File: config.mk
export PLATFORM = sky130hd
export DESIGN_NAME = credit_sender_flat
export DESIGN_NICKNAME = d
export VERILOG_FILES = /design/src/rtl/credit_sender_if.sv /design/src/rtl/credit_sender.sv /design/src/flat_wrapper.sv
export SDC_FILE = /design/constraint.sdc
export NUM_CORES = 1
export LEC_CHECK = 0
export BUFFER_PORTS_ARGS = -buffer_cell sky130_fd_sc_hd__buf_2
export CORE_UTILIZATION = 49
export CTS_BUF_LIST = sky130_fd_sc_hd__clkbuf_8 sky130_fd_sc_hd__clkbuf_16
export DETAILED_ROUTE_END_ITERATION = 7
export PLACE_DENSITY_LB_ADDON = 0.25
export SYNTH_ARGS = -nofsm -noshare
export SYNTH_HDL_FRONTEND = slang
export SYNTH_SLANG_ARGS = --single-unit
File: constraint.sdc
create_clock -name clock_port -period 4.95 [get_ports clock_port]
set_clock_uncertainty 0.2 [all_clocks]
set_input_delay 0.495 -clock clock_port [delete_from_list [all_inputs] [get_ports clock_port]]
set_output_delay 0.495 -clock clock_port [all_outputs]
set_load 0.05 [all_outputs]
File: src/rtl/credit_sender_if.sv
// rtl/credit_sender_if.sv - payload, receiver write and credit signals of credit_sender
interface credit_sender_if #(
    parameter int DATA_WIDTH = 8
);
    logic [DATA_WIDTH-1:0] input_port_data;
    logic                  input_port_valid;
    logic                  input_port_ready;
    logic [DATA_WIDTH-1:0] output_data;
    logic                  output_valid;
    logic                  credit_return;
    logic [3:0]            credit_count;
    logic                  credit_error;

    modport master (
        input  input_port_data,
        input  input_port_valid,
        output input_port_ready,
        output output_data,
        output output_valid,
        input  credit_return,
        output credit_count,
        output credit_error
    );

    modport slave (
        output input_port_data,
        output input_port_valid,
        input  input_port_ready,
        input  output_data,
        input  output_valid,
        output credit_return,
        input  credit_count,
        input  credit_error
    );
endinterface

File: src/rtl/credit_sender.sv
// rtl/credit_sender.sv - credit-based sender feeding a remote receiver FIFO of DEPTH entries
// Optional macro CREDIT_SENDER_BYPASS_EN lets a returning credit enable a send at zero credits.
module credit_sender #(
    parameter int DATA_WIDTH = 8,
    parameter int DEPTH      = 10
) (
    input  logic               clock_port,
    input  logic               reset_port,
    input  logic               clear,
    credit_sender_if.master    bus
);

    localparam logic [3:0] DEPTH_C = 4'(DEPTH);

    logic [3:0]            credit_count_q, credit_count_d;
    logic                  credit_error_q, credit_error_d;
    logic                  output_valid_q, output_valid_d;
    logic [DATA_WIDTH-1:0] output_data_q,  output_data_d;
    logic                  ready;
    logic                  send;

`ifdef CREDIT_SENDER_BYPASS_EN
    assign ready = ((credit_count_q != 4'd0) | bus.credit_return) & ~clear;
`else
    assign ready = (credit_count_q != 4'd0) & ~clear;
`endif

    assign send = bus.input_port_valid & ready;

    always_comb begin
        credit_count_d = credit_count_q;
        credit_error_d = credit_error_q;
        output_valid_d = send;
        output_data_d  = send ? bus.input_port_data : output_data_q;

        case ({send, bus.credit_return})
            2'b10: credit_count_d = credit_count_q - 4'd1;
            2'b01: begin
                // A return with the receiver already empty is a protocol error; hold at DEPTH.
                if (credit_count_q == DEPTH_C) begin
                    credit_error_d = 1'b1;
                end else begin
                    credit_count_d = credit_count_q + 4'd1;
                end
            end
            default: credit_count_d = credit_count_q;
        endcase

        // Clear discards any in-flight transfer and any credit returned this cycle.
        if (clear) begin
            credit_count_d = DEPTH_C;
            credit_error_d = 1'b0;
            output_valid_d = 1'b0;
            output_data_d  = '0;
        end
    end

    always_ff @(posedge clock_port) begin
        if (reset_port) begin
            credit_count_q <= DEPTH_C;
            credit_error_q <= 1'b0;
            output_valid_q <= 1'b0;
            output_data_q  <= '0;
        end else begin
            credit_count_q <= credit_count_d;
            credit_error_q <= credit_error_d;
            output_valid_q <= output_valid_d;
            output_data_q  <= output_data_d;
        end
    end

    assign bus.input_port_ready = ready;
    assign bus.output_data      = output_data_q;
    assign bus.output_valid     = output_valid_q;
    assign bus.credit_count     = credit_count_q;
    assign bus.credit_error     = credit_error_q;

endmodule

File: src/flat_wrapper.sv
// flat-port wrapper written by rule: the top's interface ports become plain ports
module credit_sender_flat 
#(
    parameter int DATA_WIDTH = 8,
    parameter int DEPTH      = 10
)
  (clock_port, reset_port, clear, bus_input_port_data, bus_input_port_valid, bus_input_port_ready, bus_output_data, bus_output_valid, bus_credit_return, bus_credit_count, bus_credit_error);
  credit_sender_if #(.DATA_WIDTH(DATA_WIDTH)) bus_i ();
  input  logic clock_port;
  input  logic reset_port;
  input  logic clear;
  input wire logic [$bits(bus_i.input_port_data)-1:0] bus_input_port_data;
  input wire logic [$bits(bus_i.input_port_valid)-1:0] bus_input_port_valid;
  output wire logic [$bits(bus_i.input_port_ready)-1:0] bus_input_port_ready;
  output wire logic [$bits(bus_i.output_data)-1:0] bus_output_data;
  output wire logic [$bits(bus_i.output_valid)-1:0] bus_output_valid;
  input wire logic [$bits(bus_i.credit_return)-1:0] bus_credit_return;
  output wire logic [$bits(bus_i.credit_count)-1:0] bus_credit_count;
  output wire logic [$bits(bus_i.credit_error)-1:0] bus_credit_error;
  assign bus_i.input_port_data = bus_input_port_data;
  assign bus_i.input_port_valid = bus_input_port_valid;
  assign bus_input_port_ready = bus_i.input_port_ready;
  assign bus_output_data = bus_i.output_data;
  assign bus_output_valid = bus_i.output_valid;
  assign bus_i.credit_return = bus_credit_return;
  assign bus_credit_count = bus_i.credit_count;
  assign bus_credit_error = bus_i.credit_error;
  credit_sender #(.DATA_WIDTH(DATA_WIDTH), .DEPTH(DEPTH)) u_core (.clock_port(clock_port), .reset_port(reset_port), .clear(clear), .bus(bus_i));
endmodule
## Word level (Yosys, flattened, before mapping)

Cells that the tools add are included.
W data, S select, Z words.

- Input bits: 13
- Register bits after elaboration: 14
- Logic and storage cells: 20
- Output and inout bits: 15

- Bitwise gates (word level): 3
- Reduce and logical (&&, ||, !) cells: 5
- Equal/unequal tests: 4
- $add $sub $neg: 2
- Muxes and demuxes: 2

Operator list:

| operator | count |
|---|---|
| $pmux W4 S2 | 1 |
| $add A4 B1 Y4 const B | 1 |
| $eq A4 B4 Y1 const B | 1 |
| $mux W4 | 1 |
| $reduce_and A2 Y1 | 2 |
| $reduce_bool A4 Y1 | 1 |
| $sub A4 B1 Y4 const B | 1 |
| $and A1 B1 Y1 | 2 |
| $eq A2 B1 Y1 const B | 1 |
| $eq A2 B2 Y1 const B | 1 |
| $ne A2 B2 Y1 const B | 1 |
| $reduce_bool A2 Y1 | 1 |
| $reduce_or A2 Y1 | 1 |
| $not A1 Y1 | 1 |

## Depth between registers and ports, before layout

- Word-level depth: 6
- Mapped depth: 9
- Depth with buffers taken out: 8

## Worst setup path before layout

No wires, ideal clock.

- Kind: register to register
- Start: register u_core.credit_count_q[3] (netlist: u_core.bus.credit_count[3])
- End: register u_core.credit_count_q[3] (netlist: u_core.bus.credit_count[3])
- Arrival: 2.565 ns
- Stages on the path, launching flop included: 10
- Data required time: 4.623 ns
- Setup slack: 2.058 ns
- Path through: dfxtp_1 > or4_4 > nand2_1 > buf_4 > nand2_1 > ha_1 > and3_1 > or2_2 > nor4_1 > a211oi_1

- Word-level cells in the longest chain between the ends: 6
- Elaborated cells between the ends (all ways): 13

RTL lines:

| item | line | source |
|---|---|---|
| start: declaration | credit_sender.sv:15 | `logic [3:0] credit_count_q, credit_count_d;` |
| start signal: assignment | credit_sender.sv:65 | `credit_count_q <= credit_count_d;` |
| $reduce_bool A4 Y1 | credit_sender.sv:25 | `assign ready = (credit_count_q != 4'd0) & ~clear;` |
| $and A1 B1 Y1 | credit_sender.sv:25 |  |
| $and A1 B1 Y1 | credit_sender.sv:28 | `assign send = bus.input_port_valid & ready;` |
| $eq A2 B1 Y1 / $eq A2 B2 Y1 (equally long branches) | credit_sender.sv:36 | `case ({send, bus.credit_return})` |
| $ne A2 B2 Y1 (no source line) / $reduce_bool A2 Y1 (equally long branches) | -- |  |
| $reduce_and A2 Y1 (no source line) | -- |  |

Several ways; a longest one is shown, not always the timed one. The select of a mux whose other input is x is not followed.
A chain may end at the register's enable or synchronous reset.

## Worst setup path after layout

Ends and elaborated chain as after synthesis.

==> PnR_summary.wiki <==
{| class="wikitable"
! Metric !! Value
|-
| Count of final hold-check violations || 0
|-
| Worst setup slack after layout || 1.977 ns
|-
| Post-synthesis instance total || 80
|-
| Worst reg2reg setup slack || 1.98 ns
|-
| Source-to-sink clock delay at the later pin of the worst-skew pair || 0.24 ns
|-
| Max cap viols || 0
|-
| Max-slew violation count || 0
|-
| Slowest cell delay on critical path || 0.56 ns
|-
| Synthesized-area fraction occupied by ao, oa, aoi and oai cells || 16.31%
|-
| Top cell types by occurrence after synthesis || 20 x nand2_1, 14 x dfxtp_1, 9 x a21oi_1, 6 x nor2_1
|-
| Dominant combinational cell family by area after synthesis || simple AND/OR/NAND/NOR gates
|-
| Die Y-Extent || 39.75 um
|-
| Achievable clock frequency || 336.4 MHz
|-
| Sequential share of the synthesized area || 40.14%
|-
| Share of synthesized registers carrying an async set or reset || 0%
|-
| Simple logic cell fraction of the synthesized area || 25.27%
|-
| Int Power || 0.0001875 W
|-
| Pwr Total || 0.0002606 W
|-
| Startpoint kind of the worst setup timing path || flop
|-
| Combined area of the multi-input logic cells || 391.6 um^2
|-
| Most instantiated flip-flop cell in the synthesis netlist || dfxtp_1
|-
| Crit path max-delay cell type || or4_4
|-
| DRT Wirelength || 1.467 mm
|-
| Share of the synthesized netlist area taken by xor and xnor gates || 5.197%
|-
| Category of the critical setup timing path || reg2reg
|-
| Share of layout cells above drive strength 1 || 33.64%
|-
| Area of the mapped netlist || 698.2 um^2
|-
| Finished Cell Area || 870.8 um^2
|-
| Crit path arrival time || 2.90 ns
|-
| H-tree levels || 1
|-
| Cell class contributing the biggest share of worst-path delay || simple AND/OR/NAND/NOR gates
|-
| Post-synthesis to final-layout area growth || 24.73%
|-
| Largest cells by area after synthesis || dfxtp_1 40%, nand2_1 11%, a21oi_1 6.5%
|-
| Worst setup slack after placement || 1.996 ns
|-
| Horizontal die dimension || 39.75 um
|-
| Endpoint of the most critical register-to-register path || u_core.bus.credit_count[3]
|-
| Number of warnings printed during yosys synthesis || 0
|-
| Number of synthesized flops with an enable pin || 0
|-
| Synthesized netlist net count || 96
|-
| Logic depth of the worst path, buffers included || 8
|-
| RSZ-0062 raised after global routing || no
|-
| Number of antenna violations at the first check in global routing || 0
|-
| Clk network pwr share || 35.2%
|-
| Number of buffers inserted to repair setup after CTS || 0
|-
| Peak supply drop || 0.1864 mV
|-
| Required time of the critical path || 4.87 ns
|-
| First-pass iteration count of the detailed router || 4
|-
| Total of hold buffers inserted after clock tree synthesis || 0
|-
| CTS tree || yes
|-
| TritonCTS buffer count || 3
|-
| PD cells || 299.3 nW/um^2
|-
| Die Area || 1580 um^2
|-
| Pin count of the biggest net entering global routing || 14
|-
| Number of nets with antenna violations after routing || 0
|-
| Filler cells || 119
|-
| Worst slew margin || 69.00%
|-
| Gp weighted congestion || 0.7545
|-
| Iteration-0 DRC Markers || 13
|-
| Post-detailed-route DRC marker count || 0
|-
| Number of buffers between clock root and the deepest sink || 2
|-
| Worst-case hold slack || 0.2477 ns
|-
| Count of different cell masters after synthesis || 31
|-
| Total grt overflow || 0
|-
| Endpoints failing setup || 0
|-
| Gates resized, CTS repair || 0
|-
| Reg area || 280.3 um^2
|-
| Count of port buffers added during placement || 27
|-
| Antenna diodes || 0
|-
| Setup TNS || 0 ns
|-
| Nets || 125
|-
| Outcome || finished, final reports clean
|-
| Capturing element type of the critical path || flop
|-
| Crit-path most repeated cell || nand2_1
|-
| Net load switching power || 0.00007305 W
|-
| Largest fanout on the critical path || 13
|-
| Vias in the first global route || 524
|-
| Wire length of the first global-routing pass || 2.242 mm
|-
| Number of cells traversed by the worst hold path || 2
|-
| Cell type contributing the most total cell area after synthesis || dfxtp_1
|-
| End of the worst hold path || u_core.bus.output_data[6]
|-
| Part of the power in combinational logic || 19.2%
|-
| Clock tree sinks || 14
|-
| Wire per inst || 12.02 um
|-
| Least-Margin Pin Slew || 0.4639 ns
|-
| R2R Path Start || u_core.bus.credit_count[3]
|-
| Vias per cell || 5.156
|-
| Share of total power consumed by net switching || 28.03%
|-
| Routed vias || 629
|-
| Proportion of power drawn by flip-flops and latches || 45.6%
|-
| Cells along the critical path || or4_4 -> nand2_1 -> nand2_1 -> ha_1 -> and3_1 -> or2_2 -> nor4_1 -> a211oi_1
|-
| Cell leakage power || 0.4004 nW
|-
| Initial core utilization || 52.99%
|-
| Share of Yosys cell area claimed by the top area cell type || 40.14%
|-
| Overall fraction of global-route tracks in use || 21.96%
|-
| Fraction of the mapped netlist area in adder cells || 6.452%
|-
| Multiplexer share of the synthesized area || 2.867%
|-
| Avg Synthesized Cell Area || 8.727 um^2
|-
| Placed wire-length estimate || 1.082 mm
|-
| Clock slew seen by the registers of the worst setup and hold paths || 0.06 ns
|-
| Leading cell type by number of instances after synthesis || nand2_1
|-
| HP Class || reg2reg
|-
| Number of cell rows || 13
|-
| Final min period || 2.973 ns
|-
| Flop and latch count out of synthesis || 14
|-
| Placement-stage cell area || 829.5 um^2
|-
| Logic depth of the worst register-to-register path || 8
|-
| Worst Min Path Start || u_core.bus.output_data[6]
|-
| Clock tree root driver cell || clkbuf_8
|-
| I/O pin total || 28
|-
| Count of buffer and inverter cells on the critical path || 0
|-
| Share of the cycle needed by the critical path after routing || 60.05%
|-
| Core footprint || 1318 um^2
|}
-- metal layers --
metal | wire length (um) | vias up | global-route usage, %
met5 | 0 | - | 0
met2 | 674 | 17 | 33.20
met1 | 707 | 277 | 27.84
met3 | 66 | 4 | 8.523
li1 | - | 331 | -
met4 | 17 | 0 | 7.759
-- flip-flops by register name (all words and copies together), names as in the netlist --
name,flops
u_core.bus.output_valid,1
u_core.bus.credit_error,1
u_core.bus.credit_count,4
u_core.bus.output_data,8
-- through the flow --
step / util [%] / instances
floorplan: - / 80
global placement: 62.96 / 119
detailed placement: 62.96 / 119
CTS: 66.10 / 122
global route: 66.10 / 122
finish: 66.10 / 122
-- worst min-delay path, stage by stage (launching register included) --
cell and delay (ns):
dfxtp_1 0.30, nand2_1 0.05, a21oi_1 0.05
-- worst max path at each step --
stage,from,to
6_report,u_core.bus.credit_count[3],u_core.bus.credit_count[3]
5_1_grt,u_core.bus.credit_count[3],u_core.bus.credit_count[3]
4_1_cts,u_core.bus.credit_count[3],u_core.bus.credit_count[3]
3_5_place_dp,u_core.bus.credit_count[3],u_core.bus.credit_count[3]
3_3_place_gp,u_core.bus.credit_count[3],u_core.bus.credit_count[3]
2_1_floorplan,u_core.bus.credit_count[3],u_core.bus.credit_count[3]
-- logic make-up (layout without fill, tap and decap cells) --
| group | after synthesis | after routing |
|---|---|---|
| and+or+nand+nor | 37 | 37 |
| adders and majority gates | 3 | 3 |
| xor gates and xnor gates | 2 | 2 |
| muxes | 2 | 2 |
| DFF | 14 | 14 |
| AOI/OAI and AO/OA | 18 | 18 |
| buffers and inverters | 4 | 31 |
-- area by class of cell --
class	instances	share of cell area, %
Clock buffer	3	4.741
Inverter	1	0.4310
Multi-Input combinational cell	62	44.97
Sequential cell	14	32.18
Tap cell	15	2.155
Timing Repair Buffer	27	15.52
-- cells in the final DEF, fill, tap and decap left out, types with 2 or more instances in the layout --
cell	instances
ha_1	2
mux2i_1	2
a21oi_1	9
nand2_1	20
dfxtp_1	14
nor2b_1	2
buf_2	27
clkbuf_8	3
or2_2	2
nor2_1	6
-- power groups by stage --
stage | combinational, W | sequential [W] | clock (W)
after floorplan | 0.0000260 | 0.000132 | 0
after global placement | 0.0000492 | 0.000121 | 0
after detailed placement | 0.0000502 | 0.000121 | 0
after CTS | 0.0000503 | 0.000119 | 0.0000929
after global routing | 0.0000542 | 0.000119 | 0.0000991
final | 0.0000500 | 0.000119 | 0.0000919
Power figures use the tool's default switching activity.
